--- src/rtl/rec_id_access_arb_if.sv ---
// Bus bundle for the receive-ID register arbiter: capture inputs, CPU write port,
// and the strobe/data lines that fan out to the two 16-bit arbitration registers.
interface rec_id_access_arb_if #(
  parameter int REGW = 16,
  parameter int IDW  = 29
);
  logic            prom;
  logic            can_cap;
  logic [IDW-1:0]  can_id;
  logic            can_ide;
  logic            cpu_req;
  logic            cpu_addr;
  logic [REGW-1:0] cpu_data;
  logic            ovr_clr;
  logic            reg1_cpu;
  logic            reg2_cpu;
  logic            reg1_can;
  logic            reg2_can;
  logic [REGW-1:0] reginp;
  logic [REGW-1:0] recidin;
  logic            cpu_ack;
  logic            busy;
  logic            ovr;

  modport master (
    output prom, can_cap, can_id, can_ide, cpu_req, cpu_addr, cpu_data, ovr_clr,
    input  reg1_cpu, reg2_cpu, reg1_can, reg2_can, reginp, recidin, cpu_ack, busy, ovr
  );

  modport slave (
    input  prom, can_cap, can_id, can_ide, cpu_req, cpu_addr, cpu_data, ovr_clr,
    output reg1_cpu, reg2_cpu, reg1_can, reg2_can, reginp, recidin, cpu_ack, busy, ovr
  );
endinterface

--- src/rtl/rec_id_access_arb.sv ---
// Shares reg1/reg2 between CPU writes and promiscuous-mode ID captures (hi word, then lo word).
// Define RECARB_ATOMIC_EN to route CPU writes through the sequencer with round-robin arbitration.
module rec_id_access_arb #(
  parameter int REGW = 16,
  parameter int IDW  = 29
) (
  input logic                clk,
  input logic                rst,
  rec_id_access_arb_if.slave bus
);
  typedef enum logic [1:0] {IDLE, CAN_HI, CAN_LO, CPU_WR} state_e;

  state_e          state_q, state_d;
  logic            pend_q, pend_d;
  logic [IDW:0]    buf_q, buf_d;
  logic [IDW:0]    work_q, work_d;
  logic            ovr_q, ovr_d;
  logic            busy_q, busy_d;
  logic            reg1_cpu_q, reg1_cpu_d;
  logic            reg2_cpu_q, reg2_cpu_d;
  logic            reg1_can_q, reg1_can_d;
  logic            reg2_can_q, reg2_can_d;
  logic            cpu_ack_q, cpu_ack_d;
  logic [REGW-1:0] reginp_q, reginp_d;
  logic [REGW-1:0] recidin_q, recidin_d;
  logic            can_rdy, cpu_rdy, consume;
`ifdef RECARB_ATOMIC_EN
  logic            prio_cpu_q, prio_cpu_d;
`endif

  // NOTE: every variable gets a default first, so no path leaves one unassigned and no latch is inferred.
  always_comb begin
    state_d    = state_q;
    pend_d     = pend_q;
    buf_d      = buf_q;
    work_d     = work_q;
    ovr_d      = ovr_q;
    reg1_cpu_d = 1'b0;
    reg2_cpu_d = 1'b0;
    reg1_can_d = 1'b0;
    reg2_can_d = 1'b0;
    cpu_ack_d  = 1'b0;
    reginp_d   = reginp_q;
    recidin_d  = recidin_q;
    consume    = 1'b0;
`ifdef RECARB_ATOMIC_EN
    prio_cpu_d = prio_cpu_q;
`endif
    can_rdy = pend_q && bus.prom;
    // A request still high in the ack cycle belongs to the write just done.
    cpu_rdy = bus.cpu_req && !cpu_ack_q;

    case (state_q)
      IDLE: begin
`ifdef RECARB_ATOMIC_EN
        if (cpu_rdy && (!can_rdy || prio_cpu_q)) begin
          state_d    = CPU_WR;
          prio_cpu_d = 1'b0;
          reg1_cpu_d = !bus.cpu_addr;
          reg2_cpu_d = bus.cpu_addr;
          reginp_d   = bus.cpu_data;
          cpu_ack_d  = 1'b1;
        end else if (can_rdy) begin
          prio_cpu_d = 1'b1;
          consume    = 1'b1;
        end
`else
        consume = can_rdy;
`endif
        if (consume) begin
          state_d    = CAN_HI;
          work_d     = buf_q;
          reg2_can_d = 1'b1;
          recidin_d  = {buf_q[IDW], 2'b00, buf_q[IDW-1:16]};
        end
      end
      CAN_HI: begin
        state_d    = CAN_LO;
        reg1_can_d = 1'b1;
        recidin_d  = work_q[15:0];
      end
      CAN_LO:  state_d = IDLE;
      default: state_d = IDLE;
    endcase

`ifdef RECARB_ATOMIC_EN
`else
    // CPU path bypasses the sequencer; the register resolves any collision itself.
    if (cpu_rdy) begin
      reg1_cpu_d = !bus.cpu_addr;
      reg2_cpu_d = bus.cpu_addr;
      reginp_d   = bus.cpu_data;
      cpu_ack_d  = 1'b1;
    end
`endif

    if (consume) pend_d = 1'b0;
    if (!bus.prom) begin
      pend_d = 1'b0;
    end else if (bus.can_cap) begin
      // Overwriting a pending ID that the sequencer did not take this cycle is an overrun.
      if (pend_q && !consume) ovr_d = 1'b1;
      pend_d = 1'b1;
      buf_d  = {bus.can_ide, bus.can_id};
    end
    if (bus.ovr_clr) ovr_d = 1'b0;

    busy_d = (state_d == CAN_HI) || (state_d == CAN_LO);
  end

  // NOTE: sequential state uses non-blocking assignments so every register samples pre-edge values.
  always_ff @(posedge clk) begin
    if (rst) begin
      state_q    <= IDLE;
      pend_q     <= 1'b0;
      buf_q      <= '0;
      work_q     <= '0;
      ovr_q      <= 1'b0;
      busy_q     <= 1'b0;
      reg1_cpu_q <= 1'b0;
      reg2_cpu_q <= 1'b0;
      reg1_can_q <= 1'b0;
      reg2_can_q <= 1'b0;
      cpu_ack_q  <= 1'b0;
      reginp_q   <= '0;
      recidin_q  <= '0;
`ifdef RECARB_ATOMIC_EN
      prio_cpu_q <= 1'b1;
`endif
    end else begin
      state_q    <= state_d;
      pend_q     <= pend_d;
      buf_q      <= buf_d;
      work_q     <= work_d;
      ovr_q      <= ovr_d;
      busy_q     <= busy_d;
      reg1_cpu_q <= reg1_cpu_d;
      reg2_cpu_q <= reg2_cpu_d;
      reg1_can_q <= reg1_can_d;
      reg2_can_q <= reg2_can_d;
      cpu_ack_q  <= cpu_ack_d;
      reginp_q   <= reginp_d;
      recidin_q  <= recidin_d;
`ifdef RECARB_ATOMIC_EN
      prio_cpu_q <= prio_cpu_d;
`endif
    end
  end

  assign bus.reg1_cpu = reg1_cpu_q;
  assign bus.reg2_cpu = reg2_cpu_q;
  assign bus.reg1_can = reg1_can_q;
  assign bus.reg2_can = reg2_can_q;
  assign bus.reginp   = reginp_q;
  assign bus.recidin  = recidin_q;
  assign bus.cpu_ack  = cpu_ack_q;
  assign bus.busy     = busy_q;
  assign bus.ovr      = ovr_q;
endmodule

--- src/flat_wrapper.sv ---
// flat-port wrapper written by rule: the top's interface ports become plain ports
module rec_id_access_arb_flat 
#(
  parameter int REGW = 16,
  parameter int IDW  = 29
)
  (clk, rst, bus_prom, bus_can_cap, bus_can_id, bus_can_ide, bus_cpu_req, bus_cpu_addr, bus_cpu_data, bus_ovr_clr, bus_reg1_cpu, bus_reg2_cpu, bus_reg1_can, bus_reg2_can, bus_reginp, bus_recidin, bus_cpu_ack, bus_busy, bus_ovr);
  rec_id_access_arb_if #(.REGW(REGW), .IDW(IDW)) bus_i ();
  input logic clk;
  input logic rst;
  input wire logic [$bits(bus_i.prom)-1:0] bus_prom;
  input wire logic [$bits(bus_i.can_cap)-1:0] bus_can_cap;
  input wire logic [$bits(bus_i.can_id)-1:0] bus_can_id;
  input wire logic [$bits(bus_i.can_ide)-1:0] bus_can_ide;
  input wire logic [$bits(bus_i.cpu_req)-1:0] bus_cpu_req;
  input wire logic [$bits(bus_i.cpu_addr)-1:0] bus_cpu_addr;
  input wire logic [$bits(bus_i.cpu_data)-1:0] bus_cpu_data;
  input wire logic [$bits(bus_i.ovr_clr)-1:0] bus_ovr_clr;
  output wire logic [$bits(bus_i.reg1_cpu)-1:0] bus_reg1_cpu;
  output wire logic [$bits(bus_i.reg2_cpu)-1:0] bus_reg2_cpu;
  output wire logic [$bits(bus_i.reg1_can)-1:0] bus_reg1_can;
  output wire logic [$bits(bus_i.reg2_can)-1:0] bus_reg2_can;
  output wire logic [$bits(bus_i.reginp)-1:0] bus_reginp;
  output wire logic [$bits(bus_i.recidin)-1:0] bus_recidin;
  output wire logic [$bits(bus_i.cpu_ack)-1:0] bus_cpu_ack;
  output wire logic [$bits(bus_i.busy)-1:0] bus_busy;
  output wire logic [$bits(bus_i.ovr)-1:0] bus_ovr;
  assign bus_i.prom = bus_prom;
  assign bus_i.can_cap = bus_can_cap;
  assign bus_i.can_id = bus_can_id;
  assign bus_i.can_ide = bus_can_ide;
  assign bus_i.cpu_req = bus_cpu_req;
  assign bus_i.cpu_addr = bus_cpu_addr;
  assign bus_i.cpu_data = bus_cpu_data;
  assign bus_i.ovr_clr = bus_ovr_clr;
  assign bus_reg1_cpu = bus_i.reg1_cpu;
  assign bus_reg2_cpu = bus_i.reg2_cpu;
  assign bus_reg1_can = bus_i.reg1_can;
  assign bus_reg2_can = bus_i.reg2_can;
  assign bus_reginp = bus_i.reginp;
  assign bus_recidin = bus_i.recidin;
  assign bus_cpu_ack = bus_i.cpu_ack;
  assign bus_busy = bus_i.busy;
  assign bus_ovr = bus_i.ovr;
  rec_id_access_arb #(.REGW(REGW), .IDW(IDW)) u_core (.clk(clk), .rst(rst), .bus(bus_i));
endmodule
--- config.mk ---
export PLATFORM = sky130hd
export DESIGN_NAME = rec_id_access_arb_flat
export DESIGN_NICKNAME = d
export VERILOG_FILES = /design/src/rtl/rec_id_access_arb_if.sv /design/src/rtl/rec_id_access_arb.sv /design/src/flat_wrapper.sv
export SDC_FILE = /design/constraint.sdc
export NUM_CORES = 1
export LEC_CHECK = 0
export ABC_CLOCK_PERIOD_IN_PS = 1680
export CELL_PAD_IN_SITES_DETAIL_PLACEMENT = 1
export CELL_PAD_IN_SITES_GLOBAL_PLACEMENT = 2
export CORE_ASPECT_RATIO = 1.5
export CORE_UTILIZATION = 27
export CTS_BUF_LIST = sky130_fd_sc_hd__clkbuf_8 sky130_fd_sc_hd__clkbuf_16
export DETAILED_ROUTE_END_ITERATION = 8
export PLACE_DENSITY_LB_ADDON = 0.1
export SYNTH_ARGS = -nofsm -noshare
export SYNTH_HDL_FRONTEND = slang
export SYNTH_SLANG_ARGS = --single-unit
--- constraint.sdc ---
create_clock -name clk -period 1.68 [get_ports clk]
set_input_delay 0.504 -clock clk [delete_from_list [all_inputs] [get_ports clk]]
set_output_delay 0.504 -clock clk [all_outputs]
set_load 0.005 [all_outputs]
Word level (Yosys, flattened, before mapping)
Index checks and enable logic that the tools add are counted.
Word-level totals
  logic and storage cells: 48
  input bits: 53
  output and inout bits: 39
  bits in registers: 88
Cells by class
  reductions and logical operators: 18
  equal/unequal tests: 4
  bitwise logic cells: 3
  multiplexer cells: 10
Operator list (number)
  16-bit one-hot mux with 2 select lines: 1
  16-bit two-way mux: 1
  2-bit OR reduction: 4
  1-bit two-way mux: 6
  2-bit AND reduction: 3
  2-bit by 1-bit equality test with 1-bit output, second input constant: 2
  2-bit one-hot mux with 2 select lines: 1
  2-bit nonzero test: 2
  1-bit logical AND: 3
  1-bit logical NOT: 3
  1-bit inverter: 3
  3-bit AND reduction: 1
  2-bit equality test, second input constant: 1
  2-bit logical NOT: 1
  2-bit two-way mux: 1
  2-bit by 1-bit != test with 1-bit output, second input constant: 1
  1-bit logical OR: 1

Depth between registers and ports, before layout
Gate-level depths: netlist of run 1.
  depth in word-level cells: 5
  depth in mapped cells: 6
  gate-level depth less buffers: 3

Least setup slack after synthesis of run 1
No wires, ideal clock.
  path type: in2reg
  start: in rst
  end: reg u_core.recidin_q[10] (netlist: u_core.bus.recidin[10])
  slack: 377 ps
  arrival: 1244 ps
  cell stages on the path: 4
  setup time: 59 ps
  data required time: 1621 ps
  buffers on the path: 2
  cells stage by stage: buf_6 -> nor4_4 -> buf_6 -> a221o_1
RTL lines
  start: declaration: RTL line flat_wrapper.sv:10  | input logic rst;
  end signal: assignment: RTL line rec_id_access_arb.sv:143  | recidin_q <= recidin_d;
  end: declaration: RTL line rec_id_access_arb.sv:25  | logic [REGW-1:0] recidin_q, recidin_d;

Worst setup path in the final report of run 1
  start: reg u_core.reg1_cpu_q (netlist: u_core.bus.reg1_cpu)
  end: out bus_reg1_cpu
RTL lines
  start: declaration: RTL line rec_id_access_arb.sv:19  | logic reg1_cpu_q, reg1_cpu_d;
  start signal: assignment: RTL line rec_id_access_arb.sv:137  | reg1_cpu_q <= reg1_cpu_d;
  end: declaration: RTL line flat_wrapper.sv:19  | output wire logic [$bits(bus_i.reg1_cpu)-1:0] bus_reg1_cpu;
No word-level cell between the ends.

==> results.sh, run 1 <==
export IMPL_layout_commonest_cell="nand2_1"
export IMPL_powerDensity_nw_per_um2=1030
export IMPL_yosys_warnings=0
export IMPL_dr_pass1_iters=4
export IMPL_setup_worst_path_start="u_core.bus.reg1_cpu"
export IMPL_core_area_sq_um=11200
export IMPL_drc=0
export IMPL_leakage_nw=1.88
export IMPL_first_global_vias=2701
export IMPL_crit_family="buffers and inverters"
export IMPL_synth_nets=412
export IMPL_multi_input_comb_area_sq_um=1220
export IMPL_synthAdderAreaFrac_pct=0
export IMPL_cts_tree="built"
export IMPL_synth_compound_area_share_pct=15.6
export IMPL_critPathMaxFanout=1
export IMPL_setup_viol=0
export IMPL_combPwrFrac_pct=8.2
export IMPL_clkPwrFrac_pct=45.3
export IMPL_synth_simple_gate_area_share_pct=23.0
export IMPL_fin_crit_ps=1640
export IMPL_drive_gt1_share_pct=9.47
export IMPL_ys_ff_latch=88
export IMPL_htreeDepth=3
export IMPL_relSlewSlack_pct=70.8
export IMPL_wirelength_um=8060
export IMPL_vias=2695
export IMPL_min_from="u_core.work_q[0]"
export IMPL_r2r_start="u_core.state_q[1]"
export IMPL_fin_crit_sh_pct=97.5
export IMPL_ys_seq_area_share_pct=56.1
export IMPL_crit_chain="clkdlybuf4s50_1"
export IMPL_gr_total_overflow=0
export IMPL_die_area_sq_um=12100
export IMPL_synth_cells=359
export IMPL_syn_area_sq_um=3140
export IMPL_fillers=1301
export IMPL_arrival_ps=1130
export IMPL_cts_buffer_depth=2
export IMPL_clock_sinks=88
export IMPL_final_util_pct=40.8
export IMPL_muxShareOfSynthArea_pct=0
export IMPL_areaGrowthSynthToFinish_pct=45.1
export IMPL_grt_usage_pct=14.1
export IMPL_setup_worst_path_end_class="primary output"
export IMPL_pwr_share_seq_pct=46.5
export IMPL_power_switching_mw=1.01
export IMPL_synth_top_family_by_area="simple AND/OR/NAND/NOR gates"
export IMPL_fin_area_sq_um=4550
export IMPL_grt_max_degree=61
export IMPL_tightest_slew_ps=437
export IMPL_crit_path_max_incr_delay_ps=500
export IMPL_post_cts_buffers=0
export IMPL_wl_per_cell_um=13.4
export IMPL_worstSetupPathType="reg -> out"
export IMPL_rsz0062_at_grt="no"
export IMPL_min_path_type="reg -> reg"
export IMPL_drv_slew=0
export IMPL_synthXorXnorAreaFrac_pct=0
export IMPL_dp_hpwl_um=5510
export IMPL_diodes=0
export IMPL_crit_required_ps=1180
export IMPL_clk_pin_slew_ps=60
export IMPL_antenna_found_initial=0
export IMPL_grt_pass1_wl_um=13500
export IMPL_regArea_sq_um=1770
export IMPL_io_pins=92
export IMPL_maxCapViolCount=0
export IMPL_yosysUniqueCellTypes=26
export IMPL_final_cell_mix="nand2_1, dfxtp_1, a21oi_1"
export IMPL_insertion_delay_ps=330
export IMPL_setup_worst_path_start_class="flip-flop"
export IMPL_start_util_pct=28.1
export IMPL_vias_per_cell=4.48
export IMPL_timing_fmax_ghz=0.611
export IMPL_chipWidth_um=90.0
export IMPL_post_dp_cell_area_sq_um=4240
export IMPL_internal_power_mw=3.71
export IMPL_min_path_cells=2
export IMPL_nNetsFinal=502
export IMPL_final_setup_tns_ps=0
export IMPL_power_mw=4.71
export IMPL_status="finished, final reports clean"
export IMPL_ir_worst_vdd_mv=0.547
export IMPL_clock_skew_ps=5.97
export IMPL_row_count=47
export IMPL_ctsRootBufferMaster="clkbuf_16"
export IMPL_dr_first_iter_drc_count=51
export IMPL_fp_dieH_um=134
export IMPL_gp_congestion=0.709
export IMPL_critical_path_buf_inv_count=1
export IMPL_r2r_cells=3
export IMPL_synth_avg_cell_area_sq_um=8.74
export IMPL_io_buffers=91
export IMPL_cp_num_cells=1
export IMPL_slowest_stage="clkdlybuf4s50_1"
export IMPL_final_hold_viol_count=0
export IMPL_cts_buffers=9
export IMPL_postRouteAntennaNets=0
export IMPL_swShare_pct=21.3
export IMPL_hold_buffers=0
## metrics by stage
stage | cells | setup slack (ps) | hold slack, ps
finish | 601 | 42.7 | 449
global route | 601 | 1.90 | 461
CTS | 601 | 4.43 | 454
detailed placement | 585 | -390 | 445
global placement | 585 | -329 | 439
floorplan | 359 | 377 | 432
## layout make-up
type	instances	area share [%]
flip-flops and latches	88	38.9
inverters	1	0.0824
clock inverters	6	1.81
repair buffers	106	23.2
clock buffers	10	5.25
multi-input cells	243	26.8
well taps	147	4.04
## path summary, 6_finish.rpt
check | endpoint | slack [ps]
worst max-delay path | bus_reg1_cpu | 40
worst min-delay path | u_core.work_q[0] | 450
worst max register to register | u_core.bus.recidin[11] | 270
worst min register to register | u_core.work_q[0] | 450
## cells in the mapped netlist (all sizes together)
library cell	count	area, sq um
a31oi	1	6.26
and4bb	1	12.5
clkbuf	12	45.0
and2	16	100
dfxtp	88	1760
nand3	2	10.0
nor3b	4	41.3
nor2	1	3.75
a221o	14	140
or2b	1	7.51
nor4	2	27.5
nand2	128	480
nor3	2	10.0
nand2b	1	6.26
nor2b	2	12.5
a21o	1	7.51
inv	1	3.75
nand4bb	1	11.3
a21oi	66	334
buf	15	116
## sequential cells by signal, summed over array words and instances, names as in the netlist
name                 flops
u_core.buf_q            30
u_core.bus.recidin      16
u_core.bus.reginp       16
u_core.work_q           16
u_core.state_q           2
u_core.bus.busy          1
u_core.bus.cpu_ack       1
u_core.bus.ovr           1
u_core.bus.reg1_can      1
u_core.bus.reg1_cpu      1
u_core.bus.reg2_can      1
u_core.bus.reg2_cpu      1
u_core.pend_q            1
## timing repair
item                                   in CTS  in global routing
pin swaps                                   0                  0
setup endpoints to repair                  49                  5
gates resized for setup                    40                  5
endpoints found under the hold margin       0                  0
## power by group through the flow
stage | Sequential (mW) | Combinational [mW] | Clock (mW)
after floorplan | 2.23 | 0.161 | 0
after global placement | 2.24 | 0.407 | 0
after detailed placement | 2.24 | 0.412 | 0
after CTS | 2.19 | 0.400 | 2.22
after global routing | 2.20 | 0.432 | 2.30
final | 2.19 | 0.388 | 2.13
## layer usage
metal  global-route usage [%]  up-vias  wire (um)  share of wire [%]
met5                        0        -          0                  0
li1                         -     1376          -                  -
met3                     5.22        9        490                6.1
met4                     5.38        0        127                1.6
met1                     16.3     1243       3410                 42
met2                     23.7       67       4030                 50
## cells by family after synthesis
family / count (synthesis)
flops: 88
simple gates: 161
buf+inv: 28
compound gates: 82
Note: power is estimated with default switching activity, not from simulation.
==> inputs of run 2 (changes only) <==
--- a/config.mk
+++ b/config.mk
@@ -5,7 +5,6 @@
 export SDC_FILE = /design/constraint.sdc
 export NUM_CORES = 1
 export LEC_CHECK = 0
-export ABC_CLOCK_PERIOD_IN_PS = 1680
 export CELL_PAD_IN_SITES_DETAIL_PLACEMENT = 1
 export CELL_PAD_IN_SITES_GLOBAL_PLACEMENT = 2
 export CORE_ASPECT_RATIO = 1.5
==> results of run 2 <==
The final DEF is identical to that of run 1; final timing and power are the same.
==> inputs of run 3 (changes only) <==
--- a/config.mk
+++ b/config.mk
@@ -11,7 +11,9 @@
 export CORE_UTILIZATION = 27
 export CTS_BUF_LIST = sky130_fd_sc_hd__clkbuf_8 sky130_fd_sc_hd__clkbuf_16
 export DETAILED_ROUTE_END_ITERATION = 8
+export GPL_ROUTABILITY_DRIVEN = 0
 export PLACE_DENSITY_LB_ADDON = 0.1
 export SYNTH_ARGS = -nofsm -noshare
 export SYNTH_HDL_FRONTEND = slang
 export SYNTH_SLANG_ARGS = --single-unit
+export TNS_END_PERCENT = 10
==> run 3 against run 2 <==
Net effect:
- critical path type unchanged
- largest cell class unchanged
- clock skew is essentially flat
- worst hold slack is the same
- clock power about the same
- wire length about the same
- non-clock buffer count did not move
- utilization hardly changed
- first-iteration DRC count decreased by 2.0%
- worst setup slack is essentially flat
==> results.sh, run 3 (synthesized netlist as in run 1, its figures left out) <==
export IMPL_status="finished, final reports clean"
export IMPL_dp_hpwl_um=5510
export IMPL_post_cts_buffers=0
export IMPL_postRouteAntennaNets=0
export IMPL_slowest_stage="clkdlybuf4s50_1"
export IMPL_antenna_found_initial=0
export IMPL_leakage_nw=1.89
export IMPL_diodes=0
export IMPL_vias_per_cell=4.48
export IMPL_critPathMaxFanout=1
export IMPL_fin_crit_ps=1640
export IMPL_setup_ws_ps=43.0
export IMPL_ir_worst_vdd_mv=0.547
export IMPL_drv_slew=0
export IMPL_drc=0
export IMPL_worstSetupPathType="reg -> out"
export IMPL_crit_path_max_incr_delay_ps=500
export IMPL_timing_fmax_ghz=0.611
export IMPL_grt_pass1_wl_um=13500
export IMPL_wl_per_cell_um=13.4
export IMPL_areaGrowthSynthToFinish_pct=45.3
export IMPL_clk_pin_slew_ps=60
export IMPL_ctsRootBufferMaster="clkbuf_16"
export IMPL_final_hold_viol_count=0
export IMPL_multi_input_comb_area_sq_um=1220
export IMPL_cts_buffers=9
export IMPL_largest_register_ffs=30
export IMPL_maxCapViolCount=0
export IMPL_hold_buffers=0
export IMPL_drive_gt1_share_pct=9.47
export IMPL_setup_worst_path_start_class="flip-flop"
export IMPL_fin_area_sq_um=4560
export IMPL_tightest_slew_ps=437
export IMPL_io_pins=92
export IMPL_row_count=47
export IMPL_crit_required_ps=1180
export IMPL_crit_chain="clkdlybuf4s50_1"
export IMPL_r2r_slack_ps=270
export IMPL_wirelength_um=8060
export IMPL_chipWidth_um=90.0
export IMPL_relSlewSlack_pct=70.8
export IMPL_fp_dieH_um=134
export IMPL_regArea_sq_um=1770
export IMPL_power_mw=4.71
export IMPL_dr_first_iter_drc_count=50
export IMPL_cts_buffer_depth=2
export IMPL_dr_pass1_iters=4
export IMPL_fillers=1302
export IMPL_setup_viol=0
export IMPL_grt_max_degree=61
export IMPL_ctsResizeCount=39
export IMPL_post_dp_cell_area_sq_um=4240
export IMPL_final_setup_tns_ps=0
export IMPL_die_area_sq_um=12100
export IMPL_largest_register="u_core.buf_q"
export IMPL_cts_tree="built"
export IMPL_critical_path_buf_inv_count=1
export IMPL_fin_crit_sh_pct=97.4
export IMPL_crit_family="buffers and inverters"
export IMPL_place_ws_ps=-390
export IMPL_gr_total_overflow=0
export IMPL_arrival_ps=1130
export IMPL_final_cell_mix="nand2_1, dfxtp_1, a21oi_1"
export IMPL_first_global_vias=2701
export IMPL_clock_skew_ps=5.84
export IMPL_rsz0062_at_grt="no"
export IMPL_nNetsFinal=502
export IMPL_powerDensity_nw_per_um2=1030
export IMPL_htreeDepth=3
export IMPL_vias=2693
export IMPL_min_path_type="reg -> reg"
export IMPL_io_buffers=91
export IMPL_grt_usage_pct=14.1
export IMPL_layout_commonest_cell="nand2_1"
export IMPL_clock_sinks=88
export IMPL_setup_worst_path_end_class="primary output"
export IMPL_core_area_sq_um=11200
export IMPL_insertion_delay_ps=330
export IMPL_start_util_pct=28.1
-- run 3: cell count changes in the layout (fill, tap and decap cells not counted) --
cell	before	now
dlygate4sd2_1	31	30
dlymetal6s2s_1	5	6
-- run 3: path summary, 6_finish.rpt --
path / from / end / cells past startpoint
max: u_core.bus.reg1_cpu / bus_reg1_cpu / 1
min: u_core.work_q[0] / u_core.work_q[0] / 2
max reg2reg: u_core.state_q[1] / u_core.bus.recidin[11] / 3
min reg2reg: u_core.work_q[0] / u_core.work_q[0] / 2
-- run 3: worst reg2reg max path: cells and delay by family (launching register included) --
kind	cells	cell delay, ps
flip-flops	1	590
buffers and inverters	1	150
AO/OA/AOI/OAI	2	620
-- run 3: per-stage QoR --
step	cells	utilization, %	hold WS, ps
after floorplan	359	-	432
after global placement	585	38.0	439
after detailed placement	585	38.0	445
after CTS	601	40.7	454
after global routing	601	40.8	461
final	601	40.8	449
-- run 3: routing by layer --
layer  share of wire (%)  GRT usage [%]  vias up
met1                  42           16.3     1241
met2                  50           23.7       67
met5                   0              0        -
li1                    -              -     1376
met4                 1.6           5.38        0
met3                 6.2           5.27        9
-- run 3: layout make-up --
type                    instances  area share (%)
multi-input cells             243            26.7
repair buffers                106            23.2
flip-flops and latches         88            38.9
clock buffers                  10            5.24
clock inverters                 6            1.81
well taps                     147            4.04
inverters                       1          0.0823
-- run 3: where the power goes --
part	total [mW]	internal, mW	switching, mW
sequential	2.19	2.15	0.0355
clock	2.13	1.33	0.798
combinational	0.388	0.216	0.172
total	4.71	3.71	1.01
